`src/rtl/addsub_serial.sv`:
```
// ---------------------------------------------------------------------------
// addsub_serial
//   Chunk-serial two's-complement adder/subtractor. One CHUNK-bit adder
//   slice is reused N = WIDTH/CHUNK times, LSB chunk first, so a full
//   WIDTH-bit add or subtract takes N RUN cycles plus one DONE cycle.
//   Subtraction is a + ~b + 1, with the +1 entering as the initial carry.
//
// Optional feature (compile-time macro):
//   ADDSUB_SAT_EN - when defined, a signed overflow on the last chunk
//                   replaces sum with the saturated extreme that matches
//                   the sign of the true result. Undefined: sum wraps.
//
// Ports:
//   clk    in   1      rising-edge clock
//   rst_n  in   1      asynchronous active-low reset
//   start  in   1      request, honoured only in IDLE or DONE
//   sub    in   1      0 = a+b, 1 = a-b (captured with start)
//   a, b   in   WIDTH  operands (captured with start)
//   busy   out  1      high while chunks are being processed
//   done   out  1      one-cycle pulse, sum/ovfl/cout valid
//   sum    out  WIDTH  result, held until the next accepted start
//   ovfl   out  1      signed overflow of the whole operation
//   cout   out  1      carry out of the MSB (subtract: 1 = no borrow)
// ---------------------------------------------------------------------------
module addsub_serial #(
    parameter int WIDTH = 16,
    parameter int CHUNK = 4
) (
    input  logic             clk,
    input  logic             rst_n,
    input  logic             start,
    input  logic             sub,
    input  logic [WIDTH-1:0] a,
    input  logic [WIDTH-1:0] b,
    output logic             busy,
    output logic             done,
    output logic [WIDTH-1:0] sum,
    output logic             ovfl,
    output logic             cout
);

    localparam int N  = WIDTH / CHUNK;
    localparam int CW = (N > 1) ? $clog2(N) : 1;

    localparam logic [1:0] S_IDLE = 2'd0;
    localparam logic [1:0] S_RUN  = 2'd1;
    localparam logic [1:0] S_DONE = 2'd2;

    generate
        if ((CHUNK < 1) || (WIDTH % CHUNK != 0)) begin : g_bad_cfg
            $error("addsub_serial: WIDTH must be a positive multiple of CHUNK");
        end
    endgenerate

    logic [1:0]       state_q, state_d;
    logic [CW-1:0]    cnt_q, cnt_d;
    logic [WIDTH-1:0] opa_q, opa_d;
    logic [WIDTH-1:0] opb_q, opb_d;
    logic             carry_q, carry_d;
    logic [WIDTH-1:0] sum_q, sum_d;
    logic             ovfl_q, ovfl_d;
    logic             cout_q, cout_d;

    // Operand chunks, selected by the chunk counter.
    logic [CHUNK-1:0] a_chunk [N];
    logic [CHUNK-1:0] b_chunk [N];
    logic [CHUNK-1:0] a_sel, b_sel;

    genvar gi;
    generate
        for (gi = 0; gi < N; gi++) begin : g_chunk
            assign a_chunk[gi] = opa_q[gi*CHUNK +: CHUNK];
            assign b_chunk[gi] = opb_q[gi*CHUNK +: CHUNK];
        end
    endgenerate

    always_comb begin
        a_sel = '0;
        b_sel = '0;
        for (int i = 0; i < N; i++) begin
            if (cnt_q == CW'(i)) begin
                a_sel = a_chunk[i];
                b_sel = b_chunk[i];
            end
        end
    end

    // The single shared adder slice.
    logic [CHUNK:0]   slice_w;
    logic [CHUNK-1:0] slice_s;
    logic             slice_c;
    logic             msb_cin;

    assign slice_w = {1'b0, a_sel} + {1'b0, b_sel} + {{CHUNK{1'b0}}, carry_q};
    assign slice_s = slice_w[CHUNK-1:0];
    assign slice_c = slice_w[CHUNK];
    // Carry into the top bit of the slice, recovered from its sum bit.
    assign msb_cin = a_sel[CHUNK-1] ^ b_sel[CHUNK-1] ^ slice_s[CHUNK-1];

    // sum with the current chunk replaced by the slice output.
    logic [WIDTH-1:0] sum_run;
    generate
        for (gi = 0; gi < N; gi++) begin : g_sum
            assign sum_run[gi*CHUNK +: CHUNK] =
                (cnt_q == CW'(gi)) ? slice_s : sum_q[gi*CHUNK +: CHUNK];
        end
    endgenerate

    logic last_chunk;
    assign last_chunk = (cnt_q == CW'(N - 1));

`ifdef ADDSUB_SAT_EN
    // On overflow both effective operands share opA's sign, so opA's MSB
    // gives the sign of the true result.
    logic [WIDTH-1:0] sat_val;
    assign sat_val = opa_q[WIDTH-1] ? {1'b1, {(WIDTH-1){1'b0}}}
                                    : {1'b0, {(WIDTH-1){1'b1}}};
`endif

    always_comb begin
        state_d = state_q;
        cnt_d   = cnt_q;
        opa_d   = opa_q;
        opb_d   = opb_q;
        carry_d = carry_q;
        sum_d   = sum_q;
        ovfl_d  = ovfl_q;
        cout_d  = cout_q;
        case (state_q)
            S_IDLE, S_DONE: begin
                if (start) begin
                    state_d = S_RUN;
                    opa_d   = a;
                    opb_d   = sub ? ~b : b;
                    carry_d = sub;
                    cnt_d   = '0;
                    sum_d   = '0;
                    ovfl_d  = 1'b0;
                    cout_d  = 1'b0;
                end else begin
                    state_d = S_IDLE;
                end
            end
            S_RUN: begin
                sum_d   = sum_run;
                carry_d = slice_c;
                cnt_d   = cnt_q + CW'(1);
                if (last_chunk) begin
                    state_d = S_DONE;
                    ovfl_d  = msb_cin ^ slice_c;
                    cout_d  = slice_c;
                    // Operands are dropped so nothing outlives the operation
                    // except the held result.
                    cnt_d   = '0;
                    opa_d   = '0;
                    opb_d   = '0;
                    carry_d = 1'b0;
`ifdef ADDSUB_SAT_EN
                    if (msb_cin ^ slice_c) begin
                        sum_d = sat_val;
                    end
`endif
                end
            end
            default: state_d = S_IDLE;
        endcase
    end

    always_ff @(posedge clk or negedge rst_n) begin
        if (!rst_n) begin
            state_q <= S_IDLE;
            cnt_q   <= '0;
            opa_q   <= '0;
            opb_q   <= '0;
            carry_q <= 1'b0;
            sum_q   <= '0;
            ovfl_q  <= 1'b0;
            cout_q  <= 1'b0;
        end else begin
            state_q <= state_d;
            cnt_q   <= cnt_d;
            opa_q   <= opa_d;
            opb_q   <= opb_d;
            carry_q <= carry_d;
            sum_q   <= sum_d;
            ovfl_q  <= ovfl_d;
            cout_q  <= cout_d;
        end
    end

    assign busy = (state_q == S_RUN);
    assign done = (state_q == S_DONE);
    assign sum  = sum_q;
    assign ovfl = ovfl_q;
    assign cout = cout_q;

endmodule

```
`config.mk`:
```
export PLATFORM = sky130hd
export DESIGN_NAME = addsub_serial
export DESIGN_NICKNAME = d
export VERILOG_FILES = /design/src/rtl/addsub_serial.sv
export SDC_FILE = /design/constraint.sdc
export NUM_CORES = 1
export LEC_CHECK = 0
export ABC_AREA = 1
export BUFFER_PORTS_ARGS = -buffer_cell sky130_fd_sc_hd__buf_2
export CORE_UTILIZATION = 56
export DETAILED_ROUTE_END_ITERATION = 12
export PLACE_DENSITY = 0.81
export SYNTH_ARGS = -nofsm -noshare
export SYNTH_HDL_FRONTEND = slang
export SYNTH_SLANG_ARGS = --single-unit
```
`constraint.sdc`:
```
create_clock -name clk -period 3.8 [get_ports clk]
set_clock_uncertainty 0.1 [all_clocks]
set_input_delay 1.14 -clock clk [delete_from_list [all_inputs] [get_ports clk]]
set_output_delay 1.14 -clock clk [all_outputs]
set_load 0.05 [all_outputs]
```
==> metrics.cfg <==
[outcome]
outcome = completed

[synth]
yosys-top-cells-count = nand2_1 (62), dfrtp_1 (55), o21ai_0 (37)
ys_ff_latch = 55
async_flop_share_pct = 100
syn_area_per_cell_um2 = 9.26
syn_inst = 295
synth_area_leader_cell = dfrtp_1
syn-cell-area_um2 = 2730
syn-num-nets = 340
synth_edf_count = 0
ys_seq_area_share_pct = 50.4
ys.flop_type = dfrtp_1
yosys-top-cells-area = dfrtp_1 (50%), nand2_1 (8.5%), o21ai_0 (6.8%)
yosysTopAreaCellShare_pct = 50.4
synth_warnings = 0
synth_cell_type_count = 26
synth_most_common_cell = nand2_1

[cts]
root_buffer = clkbuf_8
htree_levels = 2
cts_setup_buffers = 0
clk_path_buf_depth = 2
clkTransAtPathRegs_ps = 90
cts-resized-gates = 0
cts_tree = yes
cts.sinks = 55
ctsHoldBuffers = 0
cts_buffers = 5
clock_latency_ps = 310

[global_routing]
grt.overflow.total = 0
grt_pass1_wl_um = 9980
grt_pass1_vias = 2180
grt_util_all_layers_pct = 25.1
grt_max_degree = 43
antenna_found_initial = 0

[critical_path]
crit_required_ps = 3930
end_kind = register
worstSetupPathType = reg -> reg
critPathLaunchType = register
cp_cell_sequence = inv_1 -> ha_1 -> inv_1 -> o21ai_0 -> o22ai_1 -> fa_1 -> fa_1 -> xnor2_1 -> nand2_1 -> o21ai_0
r2r_end = sum[2]
r2r_cells = 10
r2r-start = cnt_q[0]
slowest_delay_ps = 450
cp_top_family = adder cells
crit_buf_inv = 2
worstPathArrival_ps = 3110
slowest_stage = fa_1
r2r_slack_ps = 820
cp_max_fo = 13

[placed_design]
place_inst = 406
place_area_um2 = 3020
dp_hpwl_um = 4250
place_ws_ps = 860
place_congestion = 0.880
port_buffers = 55

[worst_hold_path]
hold_path_depth = 2
hold_start = sum[7]
min_path_type = reg -> reg
min_to = sum[7]

[sta]
rsz0062_at_grt = false
max_freq_mhz = 335
slew_violations = 0
relSlewSlack_pct = 66.2
hold_violations = 0
min_period_ps = 2980
max_slew.worst_pin.slew_ps = 501
tns_ps = 0
fin_ws_ps = 819
setup_viol = 0
fin_crit_sh_pct = 78.5

[final_layout]
fin_nets = 391
syn_to_final_growth_pct = 13.6
fillCellCount = 410
finalNonFillerCells = 413
drive_gt1_share_pct = 22.0
diodes = 0
stdcell_area_um2 = 3100

[die]
die_w_um = 71.9
die-area_um2 = 5160
start_util_pct = 57.9
io_pins = 56
core_um2 = 4720
die_y_um = 71.9
rows = 25

[routing]
dr.pass1.iters = 4
drt-initial-drc-count = 142
wire_per_inst_um = 14.2
vias_per_cell = 5.26
drtAntennaViolNets = 0
drc_errors = 0
wirelength_um = 5870
vias = 2171

[pwr]
p_leak_nw = 1.58
ir_worst_vdd_mv = 0.401
p_total_mw = 2.98
powerDensity_nw_per_um2 = 960

[flow_run]
cap_viol_max_count = 0

cell usage in the layout, fill, tap and decap left out:
master,Yosys,final
a21oi_1,18,18
a22o_1,11,11
a22oi_1,4,4
buf_2,6,55
buf_4,2,1
clkbuf_8,0,6
clkinv_2,0,1
dfrtp_1,55,55
fa_1,2,2
ha_1,7,7
inv_1,29,29
inv_2,5,5
inv_4,1,1
nand2_1,62,62
nand2_4,2,2
nand3_1,3,3
nand4_1,4,4
nor2_1,7,7
nor2_2,1,1
nor2_8,2,2
o21ai_0,37,37
o21ai_1,9,9
o21ai_2,1,1
o21ai_4,1,1
o22ai_1,8,8
xnor2_1,14,14
layout make-up:
class	instances	area [um^2]	area share, %
sequential	55	1380	44.3
multi-input combinational	193	1140	36.7
timing repair buffer	56	283	9.11
inverter	35	134	4.31
tap	67	83.8	2.70
clock buffer	6	82.6	2.66
clock inverter	1	5.00	0.161
cells by family after synthesis:
| group | synth area share, % |
|---|---|
| AND/OR/NAND/NOR | 13.5 |
| AO/OA/AOI/OAI | 19.1 |
| XOR/XNOR | 4.49 |
| adder cells (fa/ha/maj) | 4.67 |
| flip-flops | 50.4 |
| buffers and inverters | 7.92 |
through the flow:
step / util, % / hold slack (ps)
floorplan: - / 337
global placement: 63.9 / 361
detailed placement: 63.9 / 361
CTS: 65.7 / 385
global route: 65.7 / 412
finish: 65.7 / 385
flip-flops by register name, indices dropped and copies added (netlist names):
signal	cells
opa_q	16
opb_q	16
sum	16
cnt_q	2
state_q	2
carry_q	1
cout	1
ovfl	1
power by group:
group	total (mW)	switching, mW	internal [mW]
registers	0.965	0.132	0.833
clock network	0.326	0.182	0.143
logic	1.69	1.18	0.512
worst max path at each step:
stage / from / to / slack [ps] / cells past startpoint
global placement: cnt_q[0] / ovfl / 980 / 13
finish: cnt_q[0] / sum[2] / 820 / 10
detailed placement: cnt_q[0] / sum[9] / 860 / 10
CTS: cnt_q[0] / sum[9] / 830 / 10
global route: cnt_q[0] / sum[6] / 460 / 10
floorplan: cnt_q[1] / sum[10] / 1270 / 12
worst register-to-register path: stages, from the launching register on:
cell     delay (ps)
dfrtp_1         420
inv_1           120
ha_1            430
inv_1           170
o21ai_0         190
o22ai_1         130
fa_1            450
fa_1            410
xnor2_1         160
nand2_1         120
o21ai_0         190
routing by layer:
metal | up-vias | global-route usage, % | share of wire, %
met5 | - | 0 | 0
met4 | 0 | 10.0 | 2.0
met3 | 12 | 4.92 | 5.1
met2 | 75 | 39.7 | 44
met1 | 1014 | 34.1 | 49
li1 | 1070 | - | -
Note: power is estimated with default switching activity, not from simulation.
